**src/rtl/btn_pkg.sv**
```systemverilog
// Shared types and helpers for the push-button front end.
package btn_pkg;

    typedef enum logic [1:0] {
        RELEASED,
        PRESS_PEND,
        PRESSED,
        RELEASE_PEND
    } btn_state_t;

    // Bits needed to hold values 0..n, never less than one.
    function automatic int cnt_width(input int n);
        return (n < 1) ? 1 : $clog2(n + 1);
    endfunction

endpackage

```
**src/rtl/btn_sync.sv**
```systemverilog
// Two-flop synchroniser for an asynchronous pin, synchronous active-low reset.
module btn_sync (
    input  logic clk,
    input  logic rst_n,
    input  logic d,
    output logic q
);

    logic s1;

    always_ff @(posedge clk) begin
        if (!rst_n) begin
            s1 <= 1'b0;
            q  <= 1'b0;
        end else begin
            s1 <= d;
            q  <= s1;
        end
    end

endmodule

```
**src/rtl/button_engine.sv**
```systemverilog
// Debounced push-button engine: level, press/release/long-press pulses.
// Define BTN_AUTOREPEAT_EN to repeat press every REPEAT_CNT cycles after a long press.
module button_engine
    import btn_pkg::*;
#(
    parameter int DEBOUNCE_CNT = 250000,
    parameter int LONG_CNT     = 50000000,
    parameter int REPEAT_CNT   = 12500000,
    parameter bit ACTIVE_LOW   = 1'b0
) (
    input  logic clk,
    input  logic rst_n,
    input  logic btn,
    output logic level,
    output logic press,
    output logic release_pulse,   // "release" is a reserved word
    output logic long_press
);

    localparam int DW = cnt_width(DEBOUNCE_CNT);
    localparam int HW = cnt_width((LONG_CNT > REPEAT_CNT) ? LONG_CNT : REPEAT_CNT);
    localparam logic [DW-1:0] DLOAD = DW'(DEBOUNCE_CNT - 1);
    localparam logic [HW-1:0] HMAX  = HW'(LONG_CNT);
    localparam logic [HW-1:0] HLONG = HW'(LONG_CNT - 1);

    logic            s2;
    btn_state_t      state, state_nxt;
    logic [DW-1:0]   dcnt, dcnt_nxt;
    logic [HW-1:0]   hold, hold_nxt;
    logic            hold_inc, accept_press, accept_release, long_fire, rep_fire;
    logic            level_nxt, press_nxt, release_nxt, long_nxt;

    btn_sync u_sync (
        .clk   (clk),
        .rst_n (rst_n),
        .d     (btn ^ ACTIVE_LOW),
        .q     (s2)
    );

    always_ff @(posedge clk) begin
        if (!rst_n) begin
            state         <= RELEASED;
            dcnt          <= '0;
            hold          <= '0;
            level         <= 1'b0;
            press         <= 1'b0;
            release_pulse <= 1'b0;
            long_press    <= 1'b0;
        end else begin
            state         <= state_nxt;
            dcnt          <= dcnt_nxt;
            hold          <= hold_nxt;
            level         <= level_nxt;
            press         <= press_nxt;
            release_pulse <= release_nxt;
            long_press    <= long_nxt;
        end
    end

    // hold_inc marks every cycle the button is considered held and stays held.
    always_comb begin
        state_nxt = state;
        dcnt_nxt  = dcnt;
        hold_inc  = 1'b0;
        case (state)
            RELEASED: begin
                if (s2) begin
                    state_nxt = PRESS_PEND;
                    dcnt_nxt  = DLOAD;
                end
            end
            PRESS_PEND: begin
                if (!s2)              state_nxt = RELEASED;
                else if (dcnt == '0)  state_nxt = PRESSED;
                else                  dcnt_nxt  = dcnt - DW'(1);
            end
            PRESSED: begin
                hold_inc = 1'b1;
                if (!s2) begin
                    state_nxt = RELEASE_PEND;
                    dcnt_nxt  = DLOAD;
                end
            end
            RELEASE_PEND: begin
                if (s2) begin
                    state_nxt = PRESSED;
                    hold_inc  = 1'b1;
                end else if (dcnt == '0) begin
                    state_nxt = RELEASED;
                end else begin
                    dcnt_nxt = dcnt - DW'(1);
                    hold_inc = 1'b1;
                end
            end
            default: state_nxt = RELEASED;
        endcase
    end

    assign accept_press   = (state == PRESS_PEND) && s2 && (dcnt == '0);
    assign accept_release = (state == RELEASE_PEND) && !s2 && (dcnt == '0);
    assign long_fire      = hold_inc && (hold == HLONG);

    always_comb begin
        hold_nxt = hold;
        if (accept_press)                    hold_nxt = '0;
        else if (hold_inc && (hold != HMAX)) hold_nxt = hold + HW'(1);
    end

`ifdef BTN_AUTOREPEAT_EN
    localparam logic [HW-1:0] RLOAD = HW'(REPEAT_CNT - 1);

    logic          armed;
    logic [HW-1:0] rcnt;

    assign rep_fire = armed && hold_inc && (rcnt == '0);

    always_ff @(posedge clk) begin
        if (!rst_n) begin
            armed <= 1'b0;
            rcnt  <= '0;
        end else if (accept_press || accept_release) begin
            armed <= 1'b0;
        end else if (long_fire) begin
            armed <= 1'b1;
            rcnt  <= RLOAD;
        end else if (armed && hold_inc) begin
            rcnt  <= (rcnt == '0) ? RLOAD : rcnt - HW'(1);
        end
    end
`else
    assign rep_fire = 1'b0;
`endif

    always_comb begin
        level_nxt   = level;
        press_nxt   = accept_press | rep_fire;
        release_nxt = accept_release;
        long_nxt    = long_fire;
        if (accept_press)        level_nxt = 1'b1;
        else if (accept_release) level_nxt = 1'b0;
    end

endmodule

```
**config.mk**
```make
export PLATFORM = sky130hd
export DESIGN_NAME = button_engine
export DESIGN_NICKNAME = d
export VERILOG_FILES = /design/src/rtl/btn_pkg.sv /design/src/rtl/btn_sync.sv /design/src/rtl/button_engine.sv
export SDC_FILE = /design/constraint.sdc
export NUM_CORES = 1
export LEC_CHECK = 0
export ABC_AREA = 1
export CAP_MARGIN = 20
export CORE_UTILIZATION = 60
export CTS_BUF_LIST = sky130_fd_sc_hd__clkbuf_2 sky130_fd_sc_hd__clkbuf_4 sky130_fd_sc_hd__clkbuf_8
export DETAILED_ROUTE_END_ITERATION = 6
export DONT_BUFFER_PORTS = 1
export PLACE_DENSITY = 0.78
export SLEW_MARGIN = 40
export SYNTH_ARGS = -nofsm -noshare
export SYNTH_HDL_FRONTEND = slang
export SYNTH_SLANG_ARGS = --single-unit
```
**constraint.sdc**
```tcl
create_clock -name clk -period 2.3 [get_ports clk]
set_input_delay 0.46 -clock clk [delete_from_list [all_inputs] [get_ports clk]]
set_output_delay 0.46 -clock clk [all_outputs]
set_load 0.02 [all_outputs]
```
==> Yosys cells after proc, flatten, opt, wreduce, memory -nomap -nowiden <==
Index checks and enable logic that the tools add are counted.
{ "op_classes": {"n_reduce_logical": 13, "n_mux": 18, "eq_ne": 11, "addsub": 2, "bitwise_logic": 1} }
{ "ops": {"columns": ["op", "count"], "rows": [
  ["2-to-1 mux 18 bit", 5],
  ["case mux 18 bit (4 select lines)", 1],
  ["adder 26 x 1 -> 26 bit (second input constant)", 1],
  ["== test 26 bit (second input constant)", 1],
  ["inequality test 26 bit (second input constant)", 1],
  ["zero test 18 bit", 1],
  ["subtractor 18 x 1 -> 18 bit (second input constant)", 1],
  ["2-to-1 mux 2 bit", 6],
  ["case mux 2 bit (4 select lines)", 1],
  ["AND reduction 4 bit", 2],
  ["logical AND 1 bit", 6],
  ["== test 2 bit (second input constant)", 2],
  ["2-to-1 mux 1 bit", 4],
  ["inequality test 2 x 1 -> 1 bit (second input constant)", 2],
  ["inequality test 2 bit (second input constant)", 2],
  ["inequality test 3 x 2 -> 1 bit (second input constant)", 1],
  ["inequality test 3 bit (second input constant)", 1],
  ["== test 2 x 1 -> 1 bit (second input constant)", 1],
  ["zero test 2 bit", 1],
  ["case mux 1 bit (2 select lines)", 1],
  ["nonzero test 2 bit", 1],
  ["OR reduction 2 bit", 1],
  ["zero test 1 bit", 1],
  ["NOT 1 bit", 1]
]} }
{ "word_totals": {"ff_bits": 52, "output_inout_bits": 4, "word_cells": 54, "in_bits": 3} }

==> Depth between registers and ports, before layout <==
{ "logic_depth": {"word_depth": 5, "ltp_mapped": 11, "mapped_depth_nobuf": 11} }

==> Modules after synthesis <==
From an unflattened synthesis, not the netlist that was laid out.
{ "hier_totals": {"hier_cells": 510, "area_unflattened_um2": 3342.0} }
{ "by_module_without_submodules": {"columns": ["module", "n_inst", "seq_area_each_um2", "area_each_um2", "cells_per_inst"], "rows": [
  ["button_engine", 1, 1001.0, 3286.9, 504],
  ["btn_sync", 1, 40.0, 55.1, 6]
]} }

==> Worst setup path after synthesis <==
OpenSTA, ideal clock, no wires.
{ "synth_path": {"path_kind": "flip-flop to flip-flop", "from": "register dcnt[0]", "to": "register hold[10]", "arrival_time_ps": 1503, "period_less_slack_ps": 1618, "path_slack_ps": 682, "n_path_buf": 1, "path_stages_with_launch": 9, "cell_sequence": "dfxtp_1 inv_1 ha_1 nand2_2 nor2_8 nand4_2 o21ai_4 buf_6 a21oi_2"} }
{ "synth_between": {"elab_chain_cells": 5} }
{ "synth_rtl": {"columns": ["element", "line", "text"], "rows": [
  ["from (decl)", "button_engine.sv:28", "logic [DW-1:0] dcnt, dcnt_nxt;"],
  ["from (signal assigned)", "button_engine.sv:51", "dcnt <= dcnt_nxt;"],
  ["zero test 18 bit *", "button_engine.sv:88, button_engine.sv:99", null],
  ["2-to-1 mux 1 bit", "button_engine.sv:88", "end else if (dcnt == '0) begin"],
  ["2-to-1 mux 1 bit", "button_engine.sv:85", "if (s2) begin"],
  ["case mux 1 bit (2 select lines)", "button_engine.sv:65", "case (state)"],
  ["logical AND 1 bit", "button_engine.sv:106", "else if (hold_inc && (hold != HMAX)) hold_nxt = hold + HW'(1);"],
  ["to (signal assigned)", "button_engine.sv:52", "hold <= hold_nxt;"],
  ["to (decl)", "button_engine.sv:29", "logic [HW-1:0] hold, hold_nxt;"]
]} }
Mark *: on every way between the ends. The rest lies on a longest branch, timed or not.
A chain may end at the register's enable or synchronous reset.

==> Worst setup path after layout <==
{ "layout_path": {"from": "register hold[0]", "to": "register hold[24]"} }
{ "layout_between": {"elab_chain_cells": 2} }
{ "layout_rtl": {"columns": ["element"], "rows": [
  ["branches (longest 2 deep; another with adder 26 x 1 -> 26 bit)"]
]} }
Several ways; the timed one is not identified.

==> summary.md <==
| Metric | Value |
|---|---|
| Synth Area in Compound Gates | 0.107 |
| Leakage | 0.00129 µW |
| XOR/XNOR share of the synthesized area | 0.0441 |
| GP Congestion | 0.970 |
| Register-to-Register Path Depth | 8 |
| Worst path slowest cell | dfxtp_1 |
| Fmax | 503 MHz |
| Worst-Skew Late Latency | 0.31 ns |
| Critical Path Fanout Max | 26 |
| Vias in the first global route | 2927 |
| Sum of negative setup slack | 0 ns |
| Reg2reg end | hold[24] |
| Source of the worst hold timing path | rst_n |
| Initial core utilization | 0.641 |
| Routed Antenna Nets | 0 |
| Post-CTS Setup Repair Bufs | 0 |
| RSZ-0062 raised after global routing | no |
| Slew headroom | 0.635 |
| CP Launch Type | register |
| First-pass GRT wire length | 13000 µm |
| Sequential-to-total area share from yosys stat | 0.308 |
| DP HPWL | 5750 µm |
| Power per cell area | 537 nW/µm² |
| H-tree depth | 2 |
| Final Skew | 0.0105 ns |
| Hold WS | 0.246 ns |
| Max stage delay on crit path | 0.38 ns |
| Largest net degree at the start of global routing | 27 |
| Synthesized area per cell | 6.60 µm² |
| Syn Nets | 518 |
| Ys async rst share | 0 |
| Port Buffers | 0 |
| Area grow syn2layout | 3.56% |
| Grt total ovfl | 0 |
| Avg WL per Cell | 13.3 µm |
| Slew @ Worst Pin | 0.547 ns |
| Die area | 5930 µm² |
| R2R setup slack | 0.31 ns |
| Synthesized flop and latch total | 52 |
| Hold Path Depth | 2 |
| Post-synthesis adder-cell area fraction | 0.0111 |
| Die extent in x | 77.0 µm |
| Cell variety after synth | 40 |
| CTS max path bufs | 2 |
| Worst IR Drop VDD | 0.430 mV |
| Hold Buf Count CTS | 0 |
| Initial DRC Count | 344 |
| Cell mode on critical path | nand3_4 |
| Final instance area | 3500 µm² |
| Diode count | 0 |
| Period utilization | 0.865 |
| CTS root buffer | clkbuf_8 |
| Yosys warning count | 0 |
| WS Path Type | register to register |
| Ratio of cells with drive above 1 in the final layout | 0.132 |
| TritonCTS Buffers | 5 |
| GRT Util Overall | 0.270 |
| Fillers | 483 |
| Max Cap Violations | 0 |
| Post-synthesis simple-gate area fraction | 0.443 |
| Crit end category | register |
| Launching point of the worst reg2reg path | hold[0] |
| Cell Area, Placed | 3400 µm² |
| Largest family of logic cells by synthesized area | simple AND/OR/NAND/NOR gates |
| Hold EP | u_sync.q |
| Clock slew seen by the registers of the worst setup and hold paths | 0.10 ns |
| Multiplexer share of the synthesized area | 0 |
| Ordered cell list for the critical path | inv_1, ha_1, nand3_1, nor3_2, nand3_4, nand3_4, nand2_1, a21oi_2 |
| Status | finished clean |
| Post-synth EDFFs | 0 |
| Cells after Synth | 512 |
| DR DRC count | 0 |
| Core area | 5270 µm² |
| Most used DFF post-synth | dfxtp_1 |
| Clock sink count | 52 |
| Drt via density | 5.49 |
| TritonCTS clock tree | yes |
| Antenna violations before repair | 0 |
| Fin. max-slew vios | 0 |
| CP arrival | 2.23 ns |
| Critical path required time | 2.54 ns |
| Cell Area, Synth | 3380 µm² |
| Final hold vios | 0 |
| Min cycle time layout | 1.99 ns |
| Gates resized, CTS repair | 0 |
| Multi-input gate area | 2050 µm² |
| Wirelength, routed | 7690 µm |
| Hold WC Path Type | primary input to register |
| Final setup violation count | 0 |
| Die Height | 77.0 µm |
| Core Rows | 26 |
| Via Count | 3176 |
| Register Area | 1040 µm² |
| First-pass DRT Iterations | 5 |
| IO Pins | 7 |
| Nets | 514 |
==> worst max-delay path by stage <==
stage	startpoint	end	slack, ns
2_1_floorplan	dcnt[0]	hold[10]	0.68
5_1_grt	hold[0]	hold[23]	0.17
6_report	hold[0]	hold[24]	0.31
4_1_cts	dcnt[0]	hold[24]	0.08
3_5_place_dp	dcnt[0]	hold[24]	0.13
3_3_place_gp	dcnt[0]	hold[1]	0.23
==> routing by layer <==
layer / routed length, µm / GRT usage
met2: 3430 / 0.432
met5: 0 / 0
met1: 3800 / 0.383
met4: 60 / 0.0585
met3: 396 / 0.0393
==> cells by family (layout without fill, tap and decap cells) <==
family                     count (synthesis)  count (layout)
adders and majority gates                  3               3
xor gates and xnor gates                  17              17
buffers and inverters                     64              61
AOI/OAI and AO/OA                         52              52
DFF                                       52              52
and+or+nand+nor                          324             324
==> worst max-delay path: cells and delay by family, from the launching register on <==
family	cells	cell delay, ns
buffers and inverters	1	0.15
AOI/OAI and AO/OA	1	0.15
adders and majority gates	1	0.18
and+or+nand+nor	5	1.03
DFF	1	0.38
==> sequential cells by signal, summed over array words and instances (netlist names), named ones only <==
name           flops
press              1
level              1
hold              26
release_pulse      1
state              1
dcnt              18
u_sync.q           1
u_sync.s1          1
long_press         1
==> report_power, final <==
group	leakage [µW]	switching, µW	internal [µW]
Combinational	0.000816	242	117
Sequential	0.000421	30.7	925
Clock	0.0000516	316	247
Total	0.00129	589	1290
==> cells in the final DEF (no fill, tap or decap), types with 8 or more instances in the layout <==
| cell type | n |
|---|---|
| nand3_1 | 54 |
| nand4_1 | 8 |
| inv_1 | 43 |
| dfxtp_1 | 52 |
| nor2_1 | 77 |
| a21oi_1 | 20 |
| xor2_1 | 13 |
| nand2_1 | 150 |
| o21ai_0 | 8 |
| a21oi_2 | 20 |
==> cell type report <==
cell class | count | share of cell area
flip-flops and latches | 52 | 0.298
clock buffers | 6 | 0.0236
well taps | 70 | 0.0250
repair buffers | 3 | 0.0100
clock inverters | 2 | 0.00394
multi-input cells | 396 | 0.586
inverters | 50 | 0.0537
==> synth_stat cells (2+ instances only) <==
library cell / instances / area [µm²]
ha_1: 3 / 37.5
inv_1: 43 / 161
clkbuf_1: 3 / 11.3
nand3_1: 54 / 270
nor4_1: 2 / 12.5
nor2_4: 3 / 33.8
nand3_4: 3 / 52.6
nand4_1: 8 / 50.1
nor2_2: 8 / 50.1
buf_6: 5 / 56.3
buf_4: 3 / 22.5
a21oi_1: 20 / 100
nand2_1: 150 / 563
xnor2_1: 4 / 35.0
a21oi_2: 20 / 175
dfxtp_1: 52 / 1040
buf_2: 2 / 10.0
o21ai_0: 8 / 40.0
nor2_1: 77 / 289
or2_2: 3 / 18.8
inv_2: 7 / 26.3
nand2_2: 4 / 25.0
xor2_1: 13 / 114
==> per-stage QoR <==
| step | util | power [µW] | instances | worst slack [ns] |
|---|---|---|---|---|
| global placement | 0.644 | 1320 | 571 | 0.234 |
| detailed placement | 0.644 | 1330 | 571 | 0.125 |
| finish | 0.664 | 1880 | 579 | 0.311 |
| CTS | 0.663 | 1890 | 579 | 0.0800 |
| floorplan | - | 1270 | 512 | 0.682 |
| global route | 0.664 | 1960 | 579 | 0.172 |
No activity file was read; power rests on OpenSTA's default activity.
